==> src/rtl/gps_ca_acquire.sv <==
// GPS C/A code acquisition: generates the selected PRN locally and reports the
// first 13-chip window offset whose Hamming distance to the received word is within max_err.
module gps_ca_acquire #(
  parameter logic [9:0] SEARCH_LAST = 10'd1022
) (
  input  logic        sys_clk_50,
  input  logic        rst_n_in,
  input  logic        start,
  input  logic        abort,
  input  logic [5:0]  sv_num,
  input  logic [12:0] ca_word,
  input  logic [3:0]  max_err,
  output logic        busy,
  output logic        done,
  output logic        found,
  output logic        sv_err,
  output logic [9:0]  code_phase,
  output logic [3:0]  err_count
);

  // state  | meaning
  // IDLE   | waiting for start
  // FILL   | shifting the first 13 local chips into the window
  // SEARCH | comparing one window offset per cycle
  // DONE   | result published; illegal PRN waits here one extra cycle
  typedef enum logic [1:0] {S_IDLE, S_FILL, S_SEARCH, S_DONE} state_t;

  state_t      state_q;
  logic [10:1] g1_q, g2_q;
  logic [12:0] win_q;
  logic [12:0] word_q;
  logic [5:0]  sv_q;
  logic [3:0]  max_err_q;
  logic [3:0]  fill_cnt_q;
  logic [9:0]  k_q;
  logic        busy_q, done_q, found_q, sv_err_q;
  logic [9:0]  phase_q;
  logic [3:0]  err_q;

  logic [7:0]  taps;
  logic [3:0]  tap_a, tap_b;
  logic        chip, hit, sv_ok;
  logic [3:0]  mismatch;
  logic [10:1] g1_d, g2_d;
  logic [12:0] win_d;

  always_comb begin
    taps = 8'h12;
    case (sv_q)
      6'd1:  taps = 8'h26;
      6'd2:  taps = 8'h37;
      6'd3:  taps = 8'h48;
      6'd4:  taps = 8'h59;
      6'd5:  taps = 8'h19;
      6'd6:  taps = 8'h2A;
      6'd7:  taps = 8'h18;
      6'd8:  taps = 8'h29;
      6'd9:  taps = 8'h3A;
      6'd10: taps = 8'h23;
      6'd11: taps = 8'h34;
      6'd12: taps = 8'h56;
      6'd13: taps = 8'h67;
      6'd14: taps = 8'h78;
      6'd15: taps = 8'h89;
      6'd16: taps = 8'h9A;
      6'd17: taps = 8'h14;
      6'd18: taps = 8'h25;
      6'd19: taps = 8'h36;
      6'd20: taps = 8'h47;
      6'd21: taps = 8'h58;
      6'd22: taps = 8'h69;
      6'd23: taps = 8'h13;
      6'd24: taps = 8'h46;
      6'd25: taps = 8'h57;
      6'd26: taps = 8'h68;
      6'd27: taps = 8'h79;
      6'd28: taps = 8'h8A;
      6'd29: taps = 8'h16;
      6'd30: taps = 8'h27;
      6'd31: taps = 8'h38;
      6'd32: taps = 8'h49;
      default: taps = 8'h12;
    endcase
  end

  // Tap pairs are packed as two stage numbers, 1..10 (A = stage 10).
  assign tap_a    = taps[7:4];
  assign tap_b    = taps[3:0];
  assign chip     = g1_q[10] ^ g2_q[tap_a] ^ g2_q[tap_b];
  assign g1_d     = {g1_q[9:1], g1_q[3] ^ g1_q[10]};
  assign g2_d     = {g2_q[9:1], g2_q[2] ^ g2_q[3] ^ g2_q[6] ^ g2_q[8] ^ g2_q[9] ^ g2_q[10]};
  assign win_d    = {win_q[11:0], chip};
  assign mismatch = 4'($countones(win_q ^ word_q));
  assign hit      = (mismatch <= max_err_q);
  assign sv_ok    = (sv_num != 6'd0) && (sv_num <= 6'd32);

  always_ff @(posedge sys_clk_50 or negedge rst_n_in) begin
    if (!rst_n_in) begin
      state_q    <= S_IDLE;
      g1_q       <= '1;
      g2_q       <= '1;
      win_q      <= '0;
      word_q     <= '0;
      sv_q       <= '0;
      max_err_q  <= '0;
      fill_cnt_q <= '0;
      k_q        <= '0;
      busy_q     <= 1'b0;
      done_q     <= 1'b0;
      found_q    <= 1'b0;
      sv_err_q   <= 1'b0;
      phase_q    <= '0;
      err_q      <= '0;
    end else begin
      done_q <= 1'b0;
      case (state_q)
        S_IDLE: begin
          if (start) begin
            sv_q       <= sv_num;
            word_q     <= ca_word;
            max_err_q  <= max_err;
            g1_q       <= '1;
            g2_q       <= '1;
            win_q      <= '0;
            fill_cnt_q <= 4'd12;
            k_q        <= '0;
            found_q    <= 1'b0;
            sv_err_q   <= 1'b0;
            phase_q    <= '0;
            err_q      <= '0;
            if (sv_ok) begin
              state_q <= S_FILL;
              busy_q  <= 1'b1;
            end else begin
              state_q <= S_DONE;
            end
          end
        end
        S_FILL: begin
          if (abort) begin
            state_q <= S_IDLE;
            busy_q  <= 1'b0;
          end else begin
            g1_q  <= g1_d;
            g2_q  <= g2_d;
            win_q <= win_d;
            if (fill_cnt_q == 4'd0) state_q <= S_SEARCH;
            else fill_cnt_q <= fill_cnt_q - 4'd1;
          end
        end
        S_SEARCH: begin
          if (abort) begin
            state_q <= S_IDLE;
            busy_q  <= 1'b0;
          end else if (hit) begin
            state_q <= S_DONE;
            busy_q  <= 1'b0;
            done_q  <= 1'b1;
            found_q <= 1'b1;
            phase_q <= k_q;
            err_q   <= mismatch;
          end else if (k_q == SEARCH_LAST) begin
            state_q <= S_DONE;
            busy_q  <= 1'b0;
            done_q  <= 1'b1;
          end else begin
            g1_q  <= g1_d;
            g2_q  <= g2_d;
            win_q <= win_d;
            k_q   <= k_q + 10'd1;
          end
        end
        S_DONE: begin
          // Arriving with done low means an illegal PRN: publish it one cycle later.
          if (done_q) begin
            state_q <= S_IDLE;
          end else begin
            done_q   <= 1'b1;
            sv_err_q <= 1'b1;
          end
        end
        default: state_q <= S_IDLE;
      endcase
    end
  end

  assign busy       = busy_q;
  assign done       = done_q;
  assign found      = found_q;
  assign sv_err     = sv_err_q;
  assign code_phase = phase_q;
  assign err_count  = err_q;

endmodule

==> config.mk <==
export PLATFORM = sky130hd
export DESIGN_NAME = gps_ca_acquire
export DESIGN_NICKNAME = d
export VERILOG_FILES = /design/src/rtl/gps_ca_acquire.sv
export SDC_FILE = /design/constraint.sdc
export NUM_CORES = 1
export LEC_CHECK = 0
export CORE_ASPECT_RATIO = 0.8
export CORE_MARGIN = 3
export CORE_UTILIZATION = 50
export DETAILED_ROUTE_END_ITERATION = 7
export PLACE_DENSITY = 0.72
export SYNTH_ARGS = -nofsm -noshare
export SYNTH_HDL_FRONTEND = slang
export SYNTH_SLANG_ARGS = --single-unit
==> constraint.sdc <==
create_clock -name sys_clk_50 -period 14.65 [get_ports sys_clk_50]
set_input_delay 4.395 -clock sys_clk_50 [delete_from_list [all_inputs] [get_ports sys_clk_50]]
set_output_delay 4.395 -clock sys_clk_50 [all_outputs]
set_load 0.01 [all_outputs]
==> summary.md, run 1 <==
| Metric | Value |
|---|---|
| Status | `finished, final reports clean` |
| Number of enable flip-flop cells after synthesis | `0` |
| Relative slew margins | `0.237` |
| Path type of the worst setup path | `in -> reg` |
| Post-detailed-route count of antenna-violating nets | `0` |
| Number of synthesized register bits | `90` |
| Worst-case clock buffer depth | `2` |
| Setup repair after global routing missed its margin | `no` |
| Clock latency of the later-clocked register in the worst-skew pair | `0.34 ns` |
| H-tree Lvls | `3` |
| Worst endpoint required time | `about 15 ns` |
| Total iterations of the first detailed-routing run | `4` |
| Largest net degree at the start of global routing | `between 60 and 70` |
| Final net count | `609` |
| Mapped cell area | `5190 µm²` |
| Post-Syn Nets | `580` |
| Full die area | `11700 µm²` |
| Vias after detailed routing | `3882` |
| Max-slew violations | `0` |
| Number of antenna violations at the first check in global routing | `0` |
| Clock period minus final worst setup slack | `6.66 ns` |
| Classification of the worst-slack hold path | `reg -> reg` |
| Number of cells traversed by the worst register-to-register path | `19` |
| Port Buf Inserts | `44` |
| Ports placed on the boundary | `45` |
| Cts repair resizes | `0` |
| Met2 WL | `4870 µm` |
| Layout fillers | `834` |
| Drc violations | `0` |
| Clk Tree Root Cell | `clkbuf_16` |
| Routed wire length | `10700 µm` |
| Row cnt | `32` |
| Highest layer used for signal routing | `met4` |
| Die span in x | `around 120 µm` |
| Routed via count divided by cell count | `5.57` |
| DP HPWL | `7630 µm` |
| Total Routing Usage GR | `0.195` |
| Number of distinct library cells after synthesis | `roughly 70` |
| Initial Util | `0.525` |
| Transition time at the pin with the least slew margin | `1.13 ns` |
| Final cycle utilization of the critical path | `0.455` |
| Largest clock skew in the final design | `0.00883 ns` |
| Most common library cell in the layout ignoring fill and taps | `dfrtp_1` |
| Via count of the first global-routing pass | `about 3.8k` |
| Cell depth of the worst min-delay path | `1` |
| Met3 wirelength from detailed routing | `452 µm` |
| Count of buffers added by post-CTS timing repair for setup | `0` |
| Number of buffers created by CTS | `9` |
| Height of the die | `97.2 µm` |
| Arr. time, crit path | `6.93 ns` |
| Count of mapped cells out of synthesis | `527` |
| Post-Place Cell Area | `roughly 5700 µm²` |
| TritonCTS clock tree | `yes` |
| Core ar. | `roughly 9900 µm²` |
| Setup TNS | `0 ns` |
| Most used cells in the layout excluding fill and tap cells | `70 x dfrtp_1, 69 x nand2_1, 51 x o21ai_0` |
| Final Hold Vio Count | `0` |
| Post-synthesis average cell area | `9.85 µm²` |
| Antenna fix cells | `0` |
| Sum of overflow across all layers after global routing | `0` |
| Clock Sink Count | `90` |
| Area added between synthesis and finish | `14.8%` |
| Critical Path Sink Type | `register` |
| Startpoint type of the worst setup path | `input port` |
| Last weighted congestion value of the routability-driven placer | `about 0.85` |
| Wire length of the first global-routing pass | `~19000 µm` |
| Final design instance area without fill | `5960 µm²` |
| Post-CTS clock slew at the launch and capture registers of the worst setup and hold paths | `0.06 ns` |
| Detailed-route wire length on metal 1 | `5280 µm` |
| Final-report setup violation count | `0` |
| Maximum fanout along the worst path | `67` |
| Number of maximum-capacitance violations | `0` |
| Warning count from the yosys run | `0` |
| CTS hold repair buffers | `0` |
| Final Util | `0.603` |
| DRC marker count from the first detailed-route iteration | `201` |
| Async set or reset register ratio after synthesis | `1.00` |
| Share of the yosys chip area belonging to registers | `0.439` |
| Highest clock rate | `between 0.15 and 0.2 GHz` |
| Layout cell share with drive strength beyond 1 | `0.127` |
| Primary FF master, synth | `dfrtp_1` |
| Average wire per standard cell | `15.3 µm` |
critical path, cell delays in order:
cell	delay [ns]
clkdlybuf4s50_1	0.57
nand2b_1	0.29
nand2_1	0.12
o41a_2	0.77
or3_1	0.48
a211o_1	0.23
nand3_1	0.07
Yosys cell counts, types with 2 or more instances:
cell type  number  area, µm²
nand4_1         5       31.3
mux2_4          2       30.0
o21ai_0        51        255
buf_6           2       22.5
nor2_1         32        120
o21a_1          5       37.5
dfstp_2        20        526
nor3b_1         3       22.5
a22o_1         15        131
a31oi_1         2       12.5
clkbuf_1       17       63.8
o21ai_1         3       15.0
o211ai_1        2       15.0
nand2_1        69        259
inv_1          26       97.6
a41oi_1         2       17.5
mux2i_1         5       50.1
dfrtp_1        70       1750
nand4b_1        2       17.5
mux2_2         24        270
buf_2           6       30.0
a211o_1         3       26.3
and2_1          6       37.5
or2_2           2       12.5
nor3_1          7       35.0
or3_1           3       18.8
ha_1           18        225
o31ai_1         4       30.0
xnor2_1        20        175
a21boi_0        2       15.0
fa_1            8        160
a21o_1          5       37.5
mux2_1          2       22.5
o211ai_2        2       25.0
nor2b_1        12       75.1
a211oi_1        6       45.0
nand3b_1        2       15.0
a21oi_1        10       50.1
xor2_1          4       35.0
nand2b_1        7       43.8
nand3_1        13       65.1
logic make-up (layout without fill, tap and decap cells):
logic type | after synthesis | count (layout) | share of synthesized area
AO/OA/AOI/OAI | 129 | 129 | 0.170
multiplexers | 33 | 33 | 0.0718
adder cells (fa/ha/maj) | 26 | 26 | 0.0742
XOR/XNOR | 24 | 24 | 0.0405
buffers and inverters | 53 | 87 | 0.0436
flip-flops | 90 | 90 | 0.439
AND/OR/NAND/NOR | 172 | 172 | 0.162
metrics by stage:
| step | std cells | hold WS (ns) | worst slack [ns] |
|---|---|---|---|
| 3_5_place_dp | 681 | 0.465 | 7.69 |
| 2_1_floorplan | 527 | 0.457 | 8.53 |
| 3_3_place_gp | 681 | 0.464 | 7.73 |
| 4_1_cts | 697 | 0.479 | 8.03 |
| 6_report | 697 | 0.475 | 7.99 |
| 5_1_grt | 697 | 0.496 | 7.71 |
layer usage:
| layer | vias to the layer above | global-route usage |
|---|---|---|
| li1 | 1902 | - |
| met1 | 1904 | 0.287 |
| met2 | 71 | 0.291 |
| met3 | 5 | 0.0576 |
| met4 | 0 | 0.0335 |
| met5 | - | 0 |
area by class of cell:
| class | instances | area (µm²) | area share |
|---|---|---|---|
| sequential | 90 | 2280 | 0.382 |
| inverter | 26 | 97.6 | 0.0164 |
| clock inverter | 4 | 45.0 | 0.00756 |
| clock buffer | 12 | 236 | 0.0397 |
| tap | 136 | 170 | 0.0285 |
| multi-input combinational | 384 | 2690 | 0.451 |
| timing repair buffer | 45 | 445 | 0.0747 |
final timing paths:
check | startpoint | to | slack [ns]
max reg2reg | win_q[0]$_DFFE_PN0P_ | k_q[9]$_DFFE_PN0P_ | 8.20
max | start | win_q[0]$_DFFE_PN0P_ | 7.99
min reg2reg | found$_DFFE_PN0P_ | found$_DFFE_PN0P_ | 0.48
min | found$_DFFE_PN0P_ | found$_DFFE_PN0P_ | 0.48
max in group asynchronous | rst_n_in | word_q[10]$_DFFE_PN0P_ | 9.59
min in group asynchronous | rst_n_in | sv_q[2]$_DFFE_PN0P_ | 3.98
flip-flops by register name, summed over array words and instances (netlist names):
name / flops
k_q: 10
code_phase: 10
g1_q: 10
g2_q: 10
fill_cnt_q: 4
done: 1
word_q: 13
win_q: 13
sv_q: 6
max_err_q: 4
busy: 1
state_q: 2
err_count: 4
sv_err: 1
found: 1
Power of run 1 is left out: the tool's default activity adds up to more than one toggle a clock period on the data nets, which glitch-free logic cannot reach.
==> run 2, diff against run 1 <==
--- a/config.mk
+++ b/config.mk
@@ -9,7 +9,7 @@
 export CORE_MARGIN = 3
 export CORE_UTILIZATION = 50
 export DETAILED_ROUTE_END_ITERATION = 7
-export PLACE_DENSITY = 0.72
+export PLACE_DENSITY = 0.74
 export SYNTH_ARGS = -nofsm -noshare
 export SYNTH_HDL_FRONTEND = slang
 export SYNTH_SLANG_ARGS = --single-unit
==> constraint.sdc (replaced) <==
create_clock -name sys_clk_50 -period 5.5 [get_ports sys_clk_50]
set_input_delay 1.65 -clock sys_clk_50 [delete_from_list [all_inputs] [get_ports sys_clk_50]]
set_output_delay 1.65 -clock sys_clk_50 [all_outputs]
set_load 0.01 [all_outputs]
==> run 2 against run 1 <==
Against the previous run:
- count of clock-buffer cells in the layout increased by 2
- sequential share of layout area down 2.5 points
- first-iteration DRC count increased by 47%
- die area did not move
- worst hold slack is essentially flat
- clock skew decreased by 0.0032 ns
- critical path type is now reg -> reg
- largest cell class unchanged
==> summary.md, run 2 (same netlist as run 1, synthesis figures left out) <==
| Metric | Value |
|---|---|
| Number of buffers created by CTS | `9 (unchanged)` |
| Layout cell share with drive strength beyond 1 | `0.196 (+0.0690)` |
| Count of buffering cells on the critical path with inverters included | `3 (+2)` |
| Post-detailed-route count of antenna-violating nets | `0 (unchanged)` |
| Core ar. | `9890 µm² (unchanged)` |
| Worst hold margin | `0.475 ns (-0.000149 ns)` |
| Final Hold Vio Count | `0 (unchanged)` |
| Most used cells in the layout excluding fill and tap cells | `70 x dfrtp_1, 69 x nand2_1, 49 x o21ai_0` |
| Area added between synthesis and finish | `22.8%` |
| Number of maximum-capacitance violations | `0 (unchanged)` |
| Path type of the worst setup path | `reg -> reg` |
| Total Routing Usage GR | `0.197 (+0.00153)` |
| Largest incremental delay on the critical path | `0.57 ns (-0.20 ns)` |
| Number of antenna violations at the first check in global routing | `0 (unchanged)` |
| Crit-path slowest cell | `fa_1` |
| Sum of overflow across all layers after global routing | `0 (unchanged)` |
| Status | `finished, final reports clean` |
| Routed via count divided by cell count | `5.59 (+0.39%)` |
| Largest registers in the final layout | `win_q: 13 flops, word_q: 13 flops` |
| Gate family responsible for the most delay along the worst path | `adder cells` |
| Post-CTS clock slew at the launch and capture registers of the worst setup and hold paths | `0.06 ns (about the same)` |
| Height of the die | `97.2 µm (unchanged)` |
| Initial Util | `0.525 (unchanged)` |
| Layout fillers | `804 (-3.6%)` |
| H-tree Lvls | `3 (unchanged)` |
| Arr. time, crit path | `5.66 ns (-1.27 ns)` |
| Last weighted congestion value of the routability-driven placer | `0.890 (+5.1%)` |
| Final-report setup violation count | `0 (unchanged)` |
| Antenna fix cells | `0 (unchanged)` |
| Clock latency of the later-clocked register in the worst-skew pair | `0.34 ns (about the same)` |
| CTS hold repair buffers | `0 (unchanged)` |
| Startpoint type of the worst setup path | `register` |
| Most common library cell in the layout ignoring fill and taps | `dfrtp_1` |
| Drc violations | `0 (unchanged)` |
| Classification of the worst-slack hold path | `reg -> reg` |
| DRC marker count from the first detailed-route iteration | `295 (+47%)` |
| Average wire per standard cell | `15.8 µm (+3.0%)` |
| Relative slew margins | `0.267 (+0.0310)` |
| Worst endpoint required time | `5.78 ns (-9.14 ns)` |
| Clk Tree Root Cell | `clkbuf_16` |
| Clock period minus final worst setup slack | `5.38 ns` |
| Die span in x | `120 µm (unchanged)` |
| Routed wire length | `11400 µm (+6.3%)` |
| Port Buf Inserts | `44 (unchanged)` |
| Max-slew violations | `0 (unchanged)` |
| Row cnt | `32 (unchanged)` |
| Final net count | `631 (+3.6%)` |
| Vias after detailed routing | `4020 (+3.6%)` |
| Full die area | `11700 µm² (unchanged)` |
| Wire length of the first global-routing pass | `18800 µm (+0.74%)` |
| Cell with the most instances on the worst path | `fa_1` |
| Critical Path Sink Type | `register` |
| Largest net degree at the start of global routing | `47 (-31%)` |
| Final cycle utilization of the critical path | `0.978` |
| Clock Sink Count | `90 (unchanged)` |
| Via count of the first global-routing pass | `3916 (+3.3%)` |
| Maximum fanout along the worst path | `4 (-94%)` |
| Worst-path cell chain | `xnor2_2 > fa_1 > fa_1 > fa_1 > fa_1 > inv_2 > fa_2 > inv_2 > fa_1 > inv_2 > ha_4 > nor2b_4 > o21a_1 > o21a_1 > o21ai_4 > o41a_4 > or3_1 > a211o_1 > nand3_1` |
| Total iterations of the first detailed-routing run | `5 (+1)` |
| TritonCTS clock tree | `yes` |
| Ports placed on the boundary | `45 (unchanged)` |
| Largest clock skew in the final design | `0.00564 ns (-0.00318 ns)` |
| Highest clock rate | `0.186 GHz` |
| Transition time at the pin with the least slew margin | `1.10 ns (-0.0371 ns)` |
| DP HPWL | `7870 µm (+3.2%)` |
| Worst-case clock buffer depth | `2 (unchanged)` |
run 2: cell types whose count changed in the layout (fill, tap and decap cells not counted), sizes merged:
cell and change:
buf +21, bufinv -1, clkbuf +3, clkinv -1
run 2: timing repair:
action | CTS | global route
gates cloned | 0 | 1
gates resized for setup | 10 | 21
pin swaps | 4 | 23
buffers inserted | 5 | 4
endpoints found under the setup margin | 13 | 61
run 2: worst reg2reg max path, delay by kind of cell, from the launching register on:
kind	cells	cell delay, ns
adders and majority gates	7	3.06
AOI/OAI and AO/OA	5	0.97
and+or+nand+nor	3	0.54
DFF	1	0.41
buffers and inverters	3	0.18
xor gates and xnor gates	1	0.16
run 2: area by class of cell:
class	count	area, µm²	share of cell area
clock buffers	14	308	0.0483
clock inverters	2	13.8	0.00216
inverters	26	97.6	0.0153
multi-input cells	384	2840	0.446
flip-flops and latches	90	2280	0.357
well taps	136	170	0.0267
repair buffers	67	669	0.105
run 2: per-stage QoR:
stage | TNS [ns] | std cells | utilization | instance area [µm²] | setup slack (ns)
floorplan | 0 | 527 | - | 5190 | 0.0285
global placement | -0.0621 | 693 | 0.587 | 5810 | -0.0621
detailed placement | -0.614 | 693 | 0.587 | 5810 | -0.198
CTS | -0.0105 | 714 | 0.629 | 6220 | -0.00848
global route | -1.00 | 719 | 0.645 | 6380 | -0.0838
finish | 0 | 719 | 0.645 | 6380 | 0.122
run 2: worst paths after layout:
kind                                       start              endpoint  slack [ns]  cells past startpoint
hold / removal                 found$_DFFE_PN0P_     found$_DFFE_PN0P_        0.48                      1
max in group asynchronous               rst_n_in   g2_q[3]$_DFFE_PN1P_        3.21                      2
min in group asynchronous               rst_n_in   sv_q[1]$_DFFE_PN0P_        1.31                      1
hold reg to reg                found$_DFFE_PN0P_     found$_DFFE_PN0P_        0.48                      1
setup / recovery           word_q[3]$_DFFE_PN0P_  win_q[0]$_DFFE_PN0P_        0.12                     19
setup reg to reg           word_q[3]$_DFFE_PN0P_  win_q[0]$_DFFE_PN0P_        0.12                     19
run 2: per-layer routing:
layer  up-vias  part of all wire  GRT usage
met5         -                 0          0
met4         0             0.011     0.0616
met3        12             0.052     0.0530
met2        91              0.46      0.292
met1      1973              0.47      0.281
li1       1944                 -          -
Power of run 2 is left out for the same reason.
